$ cat config.mk
export PLATFORM = sky130hd
export DESIGN_NAME = signed_comparator_flat
export DESIGN_NICKNAME = d
export VERILOG_FILES = /design/src/rtl/signed_comparator_if.sv /design/src/rtl/signed_comparator.sv /design/src/flat_wrapper.sv
export SDC_FILE = /design/constraint.sdc
export NUM_CORES = 1
export LEC_CHECK = 0
export CORE_ASPECT_RATIO = 0.8
export CORE_MARGIN = 3
export CORE_UTILIZATION = 31
export DETAILED_ROUTE_END_ITERATION = 16
export PLACE_DENSITY = 0.75
export SKIP_CTS_REPAIR_TIMING = 1
export SLEW_MARGIN = 20
export SYNTH_ARGS = -nofsm -noshare
export SYNTH_HDL_FRONTEND = slang
export SYNTH_SLANG_ARGS = --single-unit
$ cat constraint.sdc
create_clock -name clk -period 0.85 [get_ports clk]
set_input_delay 0.085 -clock clk [delete_from_list [all_inputs] [get_ports clk]]
set_output_delay 0.085 -clock clk [all_outputs]
set_load 0.05 [all_outputs]
$ cat src/rtl/signed_comparator_if.sv
// Operand/result bundle for signed_comparator.
// With CMP_UNSIGNED_EN defined, carries the per-compare is_unsigned select.
interface signed_comparator_if #(
    parameter int unsigned WIDTH = 16
);
    logic             in_valid;
    logic [WIDTH-1:0] A;
    logic [WIDTH-1:0] B;
`ifdef CMP_UNSIGNED_EN
    logic             is_unsigned;
`endif
    logic             out_valid;
    logic             out;
    logic             lt;
    logic             eq;

`ifdef CMP_UNSIGNED_EN
    modport master (
        output in_valid, A, B, is_unsigned,
        input  out_valid, out, lt, eq
    );
    modport slave (
        input  in_valid, A, B, is_unsigned,
        output out_valid, out, lt, eq
    );
`else
    modport master (
        output in_valid, A, B,
        input  out_valid, out, lt, eq
    );
    modport slave (
        input  in_valid, A, B,
        output out_valid, out, lt, eq
    );
`endif
endinterface

$ cat src/rtl/signed_comparator.sv
// Registered two's-complement comparator: gt/lt/eq flags one cycle after in_valid.
// Optional CMP_UNSIGNED_EN adds a per-compare unsigned mode via bus.is_unsigned.
module signed_comparator #(
    parameter int unsigned WIDTH = 16
) (
    input logic            clk,
    input logic            rst_n,
    signed_comparator_if.slave bus
);
    localparam int unsigned Msb = WIDTH - 1;

    logic uns;
`ifdef CMP_UNSIGNED_EN
    assign uns = bus.is_unsigned;
`else
    assign uns = 1'b0;
`endif

    logic msb_differ;
    logic low_gt;
    logic gt_d;
    logic lt_d;
    logic eq_d;

    always_comb begin
        msb_differ = bus.A[Msb] ^ bus.B[Msb];
        low_gt     = bus.A[Msb-1:0] > bus.B[Msb-1:0];
        eq_d       = bus.A == bus.B;
        // On differing MSBs the winner is MSB=0 when signed, MSB=1 when unsigned.
        gt_d       = msb_differ ? (bus.A[Msb] == uns) : low_gt;
        lt_d       = ~gt_d & ~eq_d;
    end

    logic out_valid_q;
    logic out_q;
    logic lt_q;
    logic eq_q;

    // Flags only load under in_valid, so idle-cycle X on A/B never reaches them.
    always_ff @(posedge clk or negedge rst_n) begin
        if (!rst_n) begin
            out_valid_q <= 1'b0;
            out_q       <= 1'b0;
            lt_q        <= 1'b0;
            eq_q        <= 1'b0;
        end else begin
            out_valid_q <= bus.in_valid;
            if (bus.in_valid) begin
                out_q <= gt_d;
                lt_q  <= lt_d;
                eq_q  <= eq_d;
            end
        end
    end

    assign bus.out_valid = out_valid_q;
    assign bus.out       = out_q;
    assign bus.lt        = lt_q;
    assign bus.eq        = eq_q;
endmodule

$ cat src/flat_wrapper.sv
// flat-port wrapper written by rule: the top's interface ports become plain ports
module signed_comparator_flat 
#(
    parameter int unsigned WIDTH = 16
)
  (clk, rst_n, bus_in_valid, bus_A, bus_B, bus_out_valid, bus_out, bus_lt, bus_eq);
  signed_comparator_if #(.WIDTH(WIDTH)) bus_i ();
  input logic clk;
  input logic rst_n;
  input wire logic [$bits(bus_i.in_valid)-1:0] bus_in_valid;
  input wire logic [$bits(bus_i.A)-1:0] bus_A;
  input wire logic [$bits(bus_i.B)-1:0] bus_B;
  output wire logic [$bits(bus_i.out_valid)-1:0] bus_out_valid;
  output wire logic [$bits(bus_i.out)-1:0] bus_out;
  output wire logic [$bits(bus_i.lt)-1:0] bus_lt;
  output wire logic [$bits(bus_i.eq)-1:0] bus_eq;
  assign bus_i.in_valid = bus_in_valid;
  assign bus_i.A = bus_A;
  assign bus_i.B = bus_B;
  assign bus_out_valid = bus_i.out_valid;
  assign bus_out = bus_i.out;
  assign bus_lt = bus_i.lt;
  assign bus_eq = bus_i.eq;
  signed_comparator #(.WIDTH(WIDTH)) u_core (.clk(clk), .rst_n(rst_n), .bus(bus_i));
endmodule
# Word level (Yosys, flattened, before mapping)
# Index checks and enable logic that the tools add are counted.
[word_totals]
regBits = 4
inputBits = 35
output_inout_bits = 4
word_cells = 12
[classes]
magnitude_cmp = 1
n_eq_ne = 1
n_mux = 1
bitwise = 5
[ops]
columns = ["operator", "count"]
rows = [
  ["== test 16 bit", 1],
  ["> comparator 15 bit", 1],
  ["NOT 1 bit", 3],
  ["bitwise AND 1 bit", 1],
  ["2-to-1 mux 1 bit", 1],
  ["bitwise XOR 1 bit", 1],
]

# Longest topological paths before layout
# Gate-level depths: netlist (run 1).
[depth]
word_depth = 4
depth_mapped = 6
ltp_nobuf = 6

# Least setup slack after synthesis (run 1)
# OpenSTA, ideal clock, no wires.
[synth_timing]
path_type = "input-to-reg"
startpoint = "in bus_B[12]"
endpoint = "reg u_core.lt_q, in the netlist u_core.bus.lt"
setup_ps = 118
arrival_time_ps = 1393
required_ps = 732
slack_ps = -661
cell_stages = 6
path_buffers = 0
cell_sequence = "inv_1 -> ha_1 -> nand4_2 -> or4_4 -> nor4b_1 -> a21o_1"
[synth_between]
elab_chain_len = 4
elab_cells_between_ends = 6
cone_classes = "1 x order compare; 1 x eq/ne; 1 x mux; 3 x bitwise"
[synth_rtl]
columns = ["item", "line", "source"]
rows = [
  ["start, declared", "flat_wrapper.sv:12", "input wire logic [$bits(bus_i.B)-1:0] bus_B;"],
  ["> comparator 15 bit", "signed_comparator.sv:27", "low_gt = bus.A[Msb-1:0] > bus.B[Msb-1:0];"],
  ["2-to-1 mux 1 bit", "signed_comparator.sv:30", "gt_d = msb_differ ? (bus.A[Msb] == uns) : low_gt;"],
  ["NOT 1 bit", "signed_comparator.sv:31", "lt_d = ~gt_d & ~eq_d;"],
  ["bitwise AND 1 bit *", "signed_comparator.sv:31", ""],
  ["end signal, assigned", "signed_comparator.sv:50", "lt_q <= lt_d;"],
  ["end, declared", "signed_comparator.sv:36", "logic lt_q;"],
]
# Mark *: on every way between the ends. The rest lies on a longest branch, timed or not.
# A chain may end at the register's enable or synchronous reset.

# Worst setup path after layout (run 1)
[layout_timing]
startpoint = "in bus_B[5]"
endpoint = "reg u_core.lt_q, in the netlist u_core.bus.lt"
# Same word-level chain as after synthesis.

==> results.md, run 1 <==
- Cell Chain, Critical Path: buf_6 -> inv_2 -> ha_4 -> nand4_1 -> or4_4 -> nor4b_4 -> a21o_1
- Layout Nets: 175
- Vias/cell: 5.17
- Commonest cells in the netlist: inv_1 (16), ha_1 (15), a21oi_1 (9)
- Tmin final: 1.40 ns
- CTS root buf: clkbuf_4
- Post-synthesis sequential area ratio: 17.8%
- Crit. End Element: register
- Inserted Clock Buffers: 3
- Final Slew Violations: 0
- TritonCTS clock tree: done
- Worst Hold Class: input port to asynchronous set/reset pin
- Slowest-stage cell, CP: or4_4
- Number of global-route vias before repair: 675
- Critical path type: input port to register
- Setup-failing EPs final: 7
- Post-Place Cells: 139
- Cell taking the most area after synthesis: ha_1
- Largest net degree at the start of global routing: 10
- Failing checks: negative setup slack
- Main flop type after synthesis: dfrtp_1
- Pwr per Cell Area: 875 nW/um2
- Worst Path Required: 0.99 ns
- Count of different cell masters after synthesis: 23
- Area Growth Syn to Fin: 140%
- Max incr delay on CP: 0.60 ns
- I/O pins: 39
- Critical Path Source: bus_B[5]
- N_diodes: 0
- Core area: 1680 um2
- Avg Inst Size Synth: 7.82 um2
- Fill cells: 93
- Site row count: 13
- Die Wd: 53.6 um
- H-tree depth: 1
- Worst Skew: 0 ns
- Die area: 2370 um2
- Via count: 749
- Post-Place Worst Slack: -1.22 ns
- 1st-pass router iterations: 4
- Syn Nets: 122
- Max clock buf depth: 2
- Antenna viol nets, final: 0
- Max Clock Freq: 712 MHz
- Unrepaired setup endpoints after global routing: yes
- Fin. Hold Viols: 0
- Area of the multi-input gates: 614 um2
- Slew @ Worst Pin: 0.338 ns
- Clock-pin transition on the worst setup and hold timing paths: 0.04 ns
- Initial Utilization: 33.6%
- Top-count cell post-synth: inv_1
- Critical Path AT: 1.54 ns
- First-pass GRT wire length: 2.52 mm
- Sink Count: 4
- Gp weighted congestion: 0.791
- Chip height: 44.1 um
- Avg WL per Cell: 15.7 um
- Reg area: 100 um2
- Total gr overflow: 0
- Max VDD drop: 570 uV
- Status: finished, violations left
- Routed WL: 2.27 mm
- Max-cap violation count: 0
- Setup crit start kind: input port
- Final Non-Filler Cells: 145
- Worst-path maximum fanout: 3
- Synthesized flop and latch total: 4
- Fin crit share: 165%
- Initial antenna violation count: 0
- Worst hold slack: 0.0581 ns
- Max_slew headroom: 77.4%
- Post-DP HPWL: 1.47 mm
- Layout cells sized above 1: 54.5%
- Clock Latency Late Sink: 0.25 ns
- Asr flop ratio synth: 100%
- Post-synthesis cell count: 72
- Mapped Area: 563 um2
- Dominant cells by area after synthesis: ha_1 (33%), dfrtp_1 (18%), inv_1 (11%)
- PortBufs: 38
- Worst R2R Start: u_core.bus.out
- Initial drt markers: 24
- Total track usage: 14.5%
- Final worst setup slack: -0.554 ns
- Synthesis Warnings: 0
- Residual DRC: 0
- EDFF count, synth: 0
- Pleak: 0.695 nW
- Top-area cell type share of the netlist area: 33.3%
## cell type report
type | count | area share, %
Multi-Input combinational cell | 51 | 45.4
Sequential cell | 4 | 7.40
Inverter | 16 | 5.55
Clock buffer | 3 | 1.67
Timing Repair Buffer | 49 | 37.9
Tap cell | 22 | 2.04
## power breakdown
part           leakage (nW)  switching (mW)  internal, mW
sequential           0.0487          0.0152         0.207
combinational         0.632           0.309         0.394
clock                0.0138          0.0996         0.159
total                 0.695           0.424         0.761
## routing by layer
metal / track usage, % / share of wire (%)
met5: 0 / 0
met4: 4.59 / 4.0
met3: 4.38 / 7.7
met2: 25.7 / 53
met1: 16.5 / 36
## cell usage in the layout (no fill, tap or decap), types with 2 or more instances in the layout
cell type,instances
buf_6,8
dlymetal6s2s_1,15
clkbuf_4,3
buf_4,10
buf_12,4
clkbuf_2,8
nand4_1,2
nor2_1,4
clkdlybuf4s50_1,4
inv_2,11
nand2_1,2
nand3_1,2
a21oi_1,9
inv_1,2
ha_4,14
o21ai_0,3
dfrtp_1,4
nand2b_1,2
## through the flow
step | util (%) | area (um2) | setup TNS (ns) | power [mW]
after floorplan | - | 644 | -1.32 | 0.465
after global placement | 68.6 | 1150 | -3.26 | 0.794
after CTS | 69.9 | 1170 | -2.89 | 1.06
after global routing | 80.7 | 1350 | -2.00 | 1.27
after detailed placement | 68.6 | 1150 | -3.30 | 0.809
final | 80.7 | 1350 | -1.81 | 1.18
## final timing paths
path | endpoint | slack (ns) | cells after the start
worst min register to register | u_core.bus.eq | 0.59 | 2
min in group clk | u_core.bus.lt | 0.42 | 6
max in group asynchronous | u_core.bus.eq | 0.60 | 1
worst max register to register | u_core.bus.out | -0.17 | 4
worst min-delay path | u_core.bus.lt | 0.06 | 1
worst max-delay path | u_core.bus.lt | -0.55 | 7
## worst max-delay path, delay by kind of cell
| kind | cells | cell delay, ns |
|---|---|---|
| AO/OA/AOI/OAI | 1 | 0.18 |
| adder cells (fa/ha/maj) | 1 | 0.25 |
| buffers and inverters | 2 | 0.10 |
| AND/OR/NAND/NOR | 3 | 0.91 |
## cells by family (layout without fill, tap and decap cells)
logic type	Yosys count	in the layout	share of synthesized area (%)
AO/OA/AOI/OAI	18	18	18.2
AND/OR/NAND/NOR	18	18	19.3
adder cells (fa/ha/maj)	15	15	33.3
flip-flops	4	4	17.8
buffers and inverters	17	68	11.3
## flip-flops by register name, summed over array words and instances (netlist names)
| signal | cells |
|---|---|
| u_core.bus.out_valid | 1 |
| u_core.bus.out | 1 |
| u_core.bus.lt | 1 |
| u_core.bus.eq | 1 |
No activity file was read; power rests on OpenSTA's default activity.
==> run 2, diff against run 1 <==
--- a/config.mk
+++ b/config.mk
@@ -9,7 +9,7 @@
 export CORE_MARGIN = 3
 export CORE_UTILIZATION = 31
 export DETAILED_ROUTE_END_ITERATION = 16
-export PLACE_DENSITY = 0.75
+export PLACE_DENSITY = 0.8
 export SKIP_CTS_REPAIR_TIMING = 1
 export SLEW_MARGIN = 20
 export SYNTH_ARGS = -nofsm -noshare
==> run 2 against run 1 <==
Via count increased by 0.27%. Utilization decreased by 0.75 points. Combinational power up 0.6%. Clock-buffer cell count is the same. Sequential share of layout area rose by 0.069 points. The run still ends with negative setup slack left. Fmax is 1.8% higher. Worst hold slack worse by 0.011 ns. Clock skew stayed put. Setup slack improved by 0.025 ns. First-iteration DRC count increased by 13%. Non-clock buffer count down 1.
==> results.md, run 2 (synthesis results as in run 1) <==
- Max incr delay on CP: 0.58 ns (-0.02 ns)
- Avg WL per Cell: 15.7 um (+0.38%)
- Die Wd: 53.6 um (unchanged)
- Final worst setup slack: -0.529 ns (+0.0252 ns)
- Initial antenna violation count: 0 (unchanged)
- Initial drt markers: 27 (+13%)
- Area after DPL: 1150 um2 (unchanged)
- Clock Latency Late Sink: 0.24 ns (about the same)
- Worst flop-to-flop path endpoint: u_core.bus.out
- Fin crit share: 162% (-3.0 points)
- Critical Path Source: bus_B[9]
- Layout cells sized above 1: 63.1% (+8.6 points)
- CTS root buf: clkbuf_4
- Pwr per Cell Area: 876 nW/um2 (about the same)
- Most common cell after layout, fill and taps aside: ha_4
- Total gr overflow: 0 (unchanged)
- Slew @ Worst Pin: 0.513 ns (+0.175 ns)
- H-tree depth: 1 (unchanged)
- Final Slew Violations: 0 (unchanged)
- Reg area: 100 um2 (unchanged)
- Failing checks: negative setup slack
- Site row count: 13 (unchanged)
- Unrepaired setup endpoints after global routing: yes
- FF-to-FF path depth: 4 (unchanged)
- Inserted Clock Buffers: 3 (unchanged)
- Status: finished, violations left
- TNS Setup: -1.73 ns (+0.0862 ns)
- Area of the multi-input gates: 637 um2 (+3.7%)
- Max-cap violation count: 0 (unchanged)
- Core area: 1680 um2 (unchanged)
- Routed WL: 2.27 mm (-0.31%)
- Worst Hold Class: input port to asynchronous set/reset pin
- Commonest non-fill, non-tap cells in the layout: ha_4 (15), inv_2 (13), clkbuf_2 (12), buf_6 (12), a21oi_1 (9)
- Critical Path End: u_core.bus.lt
- Largest net degree at the start of global routing: 7 (-3)
- Setup-failing EPs final: 7 (unchanged)
- TritonCTS clock tree: done
- CP Buf/Inv Count: 2 (unchanged)
- Worst Path Required: 0.98 ns (about the same)
- Critical path depth: 7 (unchanged)
- Vias/cell: 5.22 (+0.96%)
- Antenna viol nets, final: 0 (unchanged)
- Area Growth Syn to Fin: 138%
- 1st-pass router iterations: 4 (unchanged)
- Post-Place Worst Slack: -1.23 ns (-0.0124 ns)
- Max clock buf depth: 2 (unchanged)
- Residual DRC: 0 (unchanged)
- Final Non-Filler Cells: 144 (-0.69%)
- Crit. End Element: register
- N_diodes: 0 (unchanged)
- Total track usage: 16.0% (+1.5 points)
- Max_slew headroom: 65.5% (-12 points)
- Chip height: 44.1 um (unchanged)
- Fin area: 1340 um2 (-0.92%)
- Fin. Hold Viols: 0 (unchanged)
- PortBufs: 38 (unchanged)
- Worst R2R Start: u_core.bus.out
- Post-Place Cells: 139 (unchanged)
- Pleak: 0.623 nW (-10%)
- Max VDD drop: 658 uV (+16%)
- Max Clock Freq: 725 MHz (+1.8%)
- Fill cells: 107 (+15%)
- Worst-path maximum fanout: 3 (unchanged)
- First-pass GRT wire length: 2.75 mm (+9.3%)
- Sink Count: 4 (unchanged)
- Initial Utilization: 33.6% (unchanged)
- R2R Setup Slk: -0.31 ns (-0.14 ns)
- Cell Chain, Critical Path: buf_8 -> inv_8 -> ha_4 -> nand4_1 -> or4_4 -> nor4b_4 -> a21o_1
- Worst Skew: 0 ns (unchanged)
- Gp weighted congestion: 0.840 (+6.1%)
- Tmin final: 1.38 ns (-0.0252 ns)
- CP delay by family, top: simple AND/OR/NAND/NOR gates
- Via count: 751 (+0.27%)
- Clock-pin transition on the worst setup and hold timing paths: 0.04 ns (about the same)
- Critical path type: input port to register
- I/O pins: 39 (unchanged)
- Post-DP HPWL: 1.58 mm (+7.7%)
- Critical Path AT: 1.51 ns (-0.03 ns)
- Worst hold slack: 0.0473 ns (-0.0108 ns)
- Layout Nets: 174 (-0.57%)
- Setup crit start kind: input port
- Die area: 2370 um2 (unchanged)
- Slowest-stage cell, CP: or4_4
- Number of global-route vias before repair: 711 (+5.3%)
==> run 2: cell count changes in the layout (fill, tap and decap cells not counted), sizes merged <==
| cell | before | now |
|---|---|---|
| dlymetal6s2s | 15 | 6 |
| buf | 22 | 26 |
| clkbuf | 11 | 15 |
==> run 2: final cells by class <==
class / instances / area share, %
Timing Repair Buffer: 48 / 35.9
Clock buffer: 3 / 1.68
Tap cell: 22 / 2.05
Sequential cell: 4 / 7.47
Multi-Input combinational cell: 51 / 47.5
Inverter: 16 / 5.42
==> run 2: metal layers <==
layer / part of all wire, % / vias up / global-route usage, %
met5: 0 / - / 0
met4: 1.7 / 0 / 7.65
met2: 52 / 40 / 29.3
met1: 37 / 351 / 15.3
met3: 9.4 / 6 / 6.40
li1: - / 354 / -
==> run 2: how the worst min path moves through the flow <==
stage / start / to / slack (ns) / cells past startpoint
after global routing: rst_n / u_core.bus.out_valid / 0.05 / 1
after floorplan: rst_n / u_core.bus.eq / -0.21 / 0
after detailed placement: rst_n / u_core.bus.out_valid / 0.30 / 1
final: rst_n / u_core.bus.out_valid / 0.05 / 1
after global placement: rst_n / u_core.bus.out_valid / 0.30 / 1
after CTS: rst_n / u_core.bus.out_valid / 0.04 / 1
==> run 2: worst register-to-register path: cells and delay by family (launching register included) <==
| family | cells | cell delay (ns) |
|---|---|---|
| flip-flops | 1 | 0.35 |
| AND/OR/NAND/NOR | 2 | 0.16 |
| AO/OA/AOI/OAI | 2 | 0.56 |
==> run 2: through the flow <==
stage               total power, mW  util [%]
floorplan                     0.465         -
global placement              0.792      68.6
detailed placement            0.816      68.6
CTS                            1.08      69.9
global route                   1.26      80.0
finish                         1.17      80.0
==> run 2: where the power goes <==
group          switching [mW]  internal, mW
registers              0.0113         0.208
clock network          0.0903         0.159
logic                   0.313         0.393
